File: config.mk
export PLATFORM = sky130hd
export DESIGN_NAME = systolic_input_skewer
export DESIGN_NICKNAME = d
export VERILOG_FILES = /design/src/rtl/systolic_input_skewer.sv
export SDC_FILE = /design/constraint.sdc
export NUM_CORES = 1
export LEC_CHECK = 0
export CORE_ASPECT_RATIO = 0.5
export CORE_MARGIN = 2
export CORE_UTILIZATION = 49
export CTS_CLUSTER_SIZE = 28
export DETAILED_ROUTE_END_ITERATION = 12
export PLACE_DENSITY = 0.83
export SLEW_MARGIN = 20
export SYNTH_ARGS = -nofsm -noshare
export SYNTH_HDL_FRONTEND = slang
export SYNTH_SLANG_ARGS = --single-unit
export TNS_END_PERCENT = 20
File: constraint.sdc
create_clock -name clk -period 2.19 [get_ports clk]
set_input_delay 0.3285 -clock clk [delete_from_list [all_inputs] [get_ports clk]]
set_output_delay 0.3285 -clock clk [all_outputs]
set_load 0.02 [all_outputs]
File: src/rtl/systolic_input_skewer.sv
// Row-to-diagonal skewer feeding a systolic array: lane i is delayed by i beats, and
// NumOfInputs-1 zero drain beats are appended after each matrix.
module systolic_input_skewer #(
  parameter int BitSize     = 8,
  parameter int NumOfInputs = 2
) (
  input  logic                           clk,
  input  logic                           res_n,
  input  logic                           in_valid,
  input  logic                           in_start,
  input  logic                           in_last,
  input  logic [NumOfInputs*BitSize-1:0] in_data,
  output logic                           in_ready,
  input  logic                           ds_ready,
  output logic                           out_valid,
  output logic                           out_start,
  output logic                           out_last,
  output logic [NumOfInputs*BitSize-1:0] out_data,
  output logic                           out_err
);

  localparam int N  = NumOfInputs;
  localparam int W  = BitSize;
  localparam int CW = (N > 1) ? $clog2(N) : 1;

  typedef enum logic [1:0] {IDLE, STREAM, DRAIN} state_t;

  state_t          state_q, state_d;
  logic [CW-1:0]   cnt_q, cnt_d;
  logic            ready_en_q;
  logic            accept, row_step, drain_step, step;
  logic            out_valid_q, out_valid_d;
  logic            out_start_q, out_start_d;
  logic            out_last_q, out_last_d;
  logic            out_err_q, out_err_d;
  logic [N*W-1:0]  out_data_q, out_data_d;
  logic [N*W-1:0]  tail_word;
  logic [W-1:0]    lane_in [N];

  // ready_en_q keeps in_ready low while reset is asserted
  assign in_ready   = ready_en_q && ds_ready && (state_q != DRAIN);
  assign accept     = in_valid && in_ready;
  assign row_step   = accept && ((state_q == STREAM) || in_start);
  assign drain_step = ds_ready && (state_q == DRAIN);
  assign step       = row_step || drain_step;

  always_comb begin
    state_d = state_q;
    cnt_d   = cnt_q;
    case (state_q)
      IDLE, STREAM: begin
        if (row_step) begin
          if (in_last) begin
            if (N > 1) begin
              state_d = DRAIN;
              cnt_d   = CW'(N - 1);
            end else begin
              state_d = IDLE;
            end
          end else begin
            state_d = STREAM;
          end
        end
      end
      DRAIN: begin
        if (drain_step) begin
          cnt_d = cnt_q - 1'b1;
          if (cnt_q == CW'(1)) state_d = IDLE;
        end
      end
      default: state_d = IDLE;
    endcase
  end

  always_comb begin
    out_valid_d = step;
    out_start_d = row_step && (state_q == IDLE);
    out_last_d  = (drain_step && (cnt_q == CW'(1))) || ((N == 1) && row_step && in_last);
    out_err_d   = accept && (((state_q == IDLE) && !in_start) || ((state_q == STREAM) && in_start));
    out_data_d  = step ? tail_word : out_data_q;
  end

  genvar gi;
  generate
    for (gi = 0; gi < N; gi++) begin : g_lane
      // column gi sits in the slice counted from the MSB end
      assign lane_in[gi] = drain_step ? '0 : in_data[(N-1-gi)*W +: W];

      if (gi == 0) begin : g_direct
        assign tail_word[(N-1)*W +: W] = lane_in[0];
      end else begin : g_delay
        logic [W-1:0] dl_q [gi];
        logic [W-1:0] dl_d [gi];

        always_comb begin
          dl_d = dl_q;
          if (step) begin
            dl_d[0] = lane_in[gi];
            for (int j = 1; j < gi; j++) dl_d[j] = dl_q[j-1];
          end
        end

        always_ff @(posedge clk or negedge res_n) begin
          if (!res_n) dl_q <= '{default: '0};
          else        dl_q <= dl_d;
        end

        assign tail_word[(N-1-gi)*W +: W] = dl_q[gi-1];
      end
    end
  endgenerate

  always_ff @(posedge clk or negedge res_n) begin
    if (!res_n) begin
      state_q     <= IDLE;
      cnt_q       <= '0;
      ready_en_q  <= 1'b0;
      out_valid_q <= 1'b0;
      out_start_q <= 1'b0;
      out_last_q  <= 1'b0;
      out_err_q   <= 1'b0;
      out_data_q  <= '0;
    end else begin
      state_q     <= state_d;
      cnt_q       <= cnt_d;
      ready_en_q  <= 1'b1;
      out_valid_q <= out_valid_d;
      out_start_q <= out_start_d;
      out_last_q  <= out_last_d;
      out_err_q   <= out_err_d;
      out_data_q  <= out_data_d;
    end
  end

  assign out_valid = out_valid_q;
  assign out_start = out_start_q;
  assign out_last  = out_last_q;
  assign out_err   = out_err_q;
  assign out_data  = out_data_q;

endmodule

---- Word level (Yosys, flattened, before mapping) ----
Cells that the tools add are included.
cells by class
  multiplexer cells ....................... 11
  equal/unequal tests ..................... 7
  reduce and logical (&&, ||, !) cells .... 19
  $add $sub $neg .......................... 1
operators with widths
  cell                                            count
  2-to-1 mux 8 bit                                2
  logical AND 1 bit                               10
  inequality test 2 bit (second input constant)   5
  2-to-1 mux 2 bit                                4
  case mux 2 bit (2 select lines)                 1
  AND reduction 4 bit                             1
  logical OR 1 bit                                3
  2-to-1 mux 1 bit                                3
  AND reduction 3 bit                             1
  == test 2 x 1 -> 1 bit (second input constant)  1
  == test 2 bit (second input constant)           1
  zero test 2 bit                                 1
  case mux 1 bit (2 select lines)                 1
  nonzero test 2 bit                              1
  OR reduction 2 bit                              1
  zero test 1 bit                                 1
  subtractor 1 bit (second input constant)        1
storage, ports and cells
  output and inout bits ................... 21
  input port bits ......................... 22
  register bits ........................... 32

---- Logic depth before layout (Yosys ltp) ----
  depth after elaboration ................. 6
  depth in mapped cells ................... 6

---- Worst setup path before layout ----
No wires, ideal clock.
  kind .................................... reg2reg
  start ................................... register state_q[1]
  end ..................................... register g_lane[1].g_delay.dl_q[0] (netlist name)
  library setup time ...................... 74 ps
  path slack .............................. 783 ps
  cell stages (with the launch flop) ...... 7
  clock period less this slack ............ 1,407 ps
  required time ........................... 2,116 ps
  arrival time ............................ 1,333 ps
  cells stage by stage .................... dfrtp_1 inv_2 maj3_2 and2_4 buf_6 buf_6 o21ai_2
between the ends
  longest elaborated chain between the ends .. 5
ends and longest elaborated chain
  element                 line  source
  from (decl)             28    state_t state_q, state_d;
  from (signal assigned)  124   state_q <= state_d;
  inequality test 2 bit   41    assign in_ready = ready_en_q && ds_ready && (state_q != DRAIN);
  logical AND 1 bit       41
  logical AND 1 bit       42    assign accept = in_valid && in_ready;
  logical AND 1 bit       43    assign row_step = accept && ((state_q == STREAM) || in_start);
  logical OR 1 bit        45    assign step = row_step || drain_step;
  to (signal assigned)    105   else dl_q <= dl_d;
  to (decl)               92    logic [W-1:0] dl_q [gi];
Parallel ways exist; a longest one is shown, timed or not.
A chain may end at the register's enable or synchronous reset.

---- Worst setup path after layout ----
  start ................................... register state_q[0]
  end ..................................... output port in_ready
between the ends
  longest elaborated chain between the ends .. 2
ends and longest elaborated chain
  element                line  source
  inequality test 2 bit  41
  logical AND 1 bit      41
  to (decl)              13    output logic in_ready,
No other way between the ends.

==> flow_summary.yaml <==
layout:
  area_growth_pct: 42.5
  layout_commonest_cell: "clkdlybuf4s50_1"
  fin_area_mm2: 0.00196
  final_cell_mix: "clkdlybuf4s50_1, dfrtp_1, nand2_1"
  num_antenna_cells: 0
  layout-drive-gt1-share_pct: 19.8
  nNetsFinal: 193
global_route:
  globalRouteMet2Util_pct: 33.0
  use_met3_pct: 4.78
  grt_use_total_pct: 20.2
  use_met1_pct: 25.6
  top_usage_layer: "met2"
  gr-total-overflow: 0
  grt_pass1_vias: 1057
  antenna_found_initial: 0
  grt_max_degree: 33
  grt_pass1_wl_mm: 5.00
worst_setup_path:
  crit_end: "in_ready"
  r2r_start: "state_q[0]"
  path_cells: "and2b_1 -> nor2_1 -> clkdlybuf4s50_1"
  rrSetupSlack_ns: 0.60
  cp.arrival_ns: 1.74
  crit_path_max_fanout: 6
  slowest_delay_ns: 0.61
  rr_endpoint: "out_data[11]"
  end_kind: "output pin"
  path_class: "reg -> out"
  r2r_cells: 4
  cpLargestDelayFamily: "buffers and inverters"
  required_ns: 1.86
  cp.buffers_inverters: 1
  start_kind: "flip-flop"
  worst-path-stages: 3
  cpMaxStageDelayCell: "clkdlybuf4s50_1"
  startpoint: "state_q[0]"
job:
  drv_cap: 0
placement:
  placed_cell_area_mm2: 0.00183
  dp_hpwl_mm: 1.96
  place.gp.congestion: 0.714
  io_buffers: 42
floorplan:
  die-area_mm2: 0.00327
  die_h_um: 41.4
  initial_utilization_pct: 52.1
  die_w_um: 78.9
  core_mm2: 0.00264
  fp-row-count: 13
  io_pins: 43
clock_tree:
  post-cts-setup-buffers: 0
  cts_buffer_depth: 2
  cts_buffers: 5
  cts_tree: "done"
  cts.repair.resized: 0
  h-tree-depth: 2
  clock_sinks: 32
  postCtsHoldBufs: 0
  cts-root-buf: "clkbuf_8"
  clk_latency_ns: 0.28
  path_clk_slew_ns: 0.06
synth:
  synth_warnings: 0
  synthTopCellsByArea: "dfrtp_1, mux2_2, o21ai_2"
  synth_area_leader_cell: "dfrtp_1"
  synth_top_family_by_area: "simple AND/OR/NAND/NOR gates"
  synth-seq-cells: 32
  synth-xor-area-share_pct: 0.638
  synth_fa_ha_area_share_pct: 0.820
  synth_area_mm2: 0.00137
  synth_compound_gate_area_share_pct: 13.3
  synth_nets: 146
  postSynthCellCount: 124
  avgSynthCellArea_um2: 11.1
  yosysSeqAreaShare_pct: 58.3
  synth_mux_area_share_pct: 7.29
  netlist.area_leader.share_pct: 58.3
  synthSimpleGateAreaFrac_pct: 15.5
  synthDistinctLibCells: 25
power_and_ir_drop:
  p_total_mw: 2.28
  pwr_density_cell_mw_per_mm2: 1170
  p_leak_nw: 0.882
  vdd_drop_max_mv: 0.590
sta:
  fin_crit_sh_pct: 94.6
  fmax_ghz: 0.483
  worst_slew_pin_slew_ns: 0.560
  min_period_ns: 2.07
  grt_setup_unrepaired: "no"
  hold_ws_ns: 0.431
  setup_violations: 0
  fin_skew_ns: 0.00517
  fin_setup_tns_ns: 0
  max-slew-margin-rel_pct: 62.6
  final_max_slew_viol_count: 0
  hold_viol_final: 0
route:
  drt_first_pass_iters: 4
  detail-route-antenna-nets: 0
  drtIter0Drc: 67
  drc: 0
  wirelength_mm: 2.88
  wl_per_cell_um: 13.8
  vias: 1074
  vias_per_cell: 5.14
run_status:
  status: "finished clean"
worst_hold_path:
  hp-class: "in -> async"
[flip-flops by register name, indices dropped and copies added, names as in the netlist]
name / count
cnt_q: 1
g_lane.g_delay.dl_q: 8
out_data: 16
out_err: 1
out_last: 1
out_start: 1
out_valid: 1
ready_en_q: 1
state_q: 2
[cells by family after synthesis]
logic type | after synthesis
AND/OR/NAND/NOR | 45
flip-flops | 32
AO/OA/AOI/OAI | 25
buffers and inverters | 10
multiplexers | 9
adder cells (fa/ha/maj) | 1
other | 1
XOR/XNOR | 1
[worst min-delay path by stage]
stage | to | slack (ns) | from | cells past startpoint
global route | ready_en_q | 0.48 | res_n | 2
global placement | out_data[4] | 0.49 | g_lane[1].g_delay.dl_q[4] | 1
detailed placement | out_data[2] | 0.49 | out_data[2] | 1
finish | out_data[9] | 0.43 | res_n | 2
CTS | out_data[12] | 0.45 | res_n | 2
floorplan | cnt_q | 0.03 | res_n | 0
[layout make-up]
cell class | count | area, um^2
tap | 37 | 46.3
timing repair buffer | 46 | 450
sequential | 32 | 801
clock buffer | 7 | 96.3
multi-input combinational | 82 | 519
clock inverter | 1 | 30.0
inverter | 4 | 15.0
fill | 177 | 677
[Yosys cell counts]
cell	count
conb_1	1
inv_1	3
nand2b_1	1
nor2_1	1
xnor2_1	1
and2_4	1
a2bb2oi_1	1
a21oi_1	5
a32o_1	1
mux2_2	8
inv_2	1
buf_6	2
nand2_1	20
and2b_1	1
clkbuf_1	3
and3_1	4
o21ai_2	10
o21ai_0	7
maj3_2	1
buf_2	1
nand3_1	16
mux2i_1	1
nor2b_1	1
o21ai_4	1
dfrtp_1	32
[per-layer routing]
metal / vias to the layer above / part of all wire [%] / wire length (um)
li1: 519 / - / -
met1: 523 / 47 / 1340
met2: 23 / 48 / 1380
met3: 9 / 3.6 / 103
met4: 0 / 2.1 / 61
met5: - / 0 / 0
[power breakdown]
group | total (mW) | switching (mW) | internal (mW)
Clock | 0.614 | 0.212 | 0.401
Combinational | 0.777 | 0.383 | 0.395
Sequential | 0.892 | 0.110 | 0.782
Total | 2.28 | 0.705 | 1.58
[metrics by stage]
stage	utilization (%)	setup WS, ns	std cells
after floorplan	-	0.783	124
after detailed placement	69.5	0.264	201
after global placement	69.5	0.263	201
after CTS	74.3	0.121	209
after global routing	74.3	0.0591	209
final	74.3	0.118	209
Power figures use the tool's default switching activity.
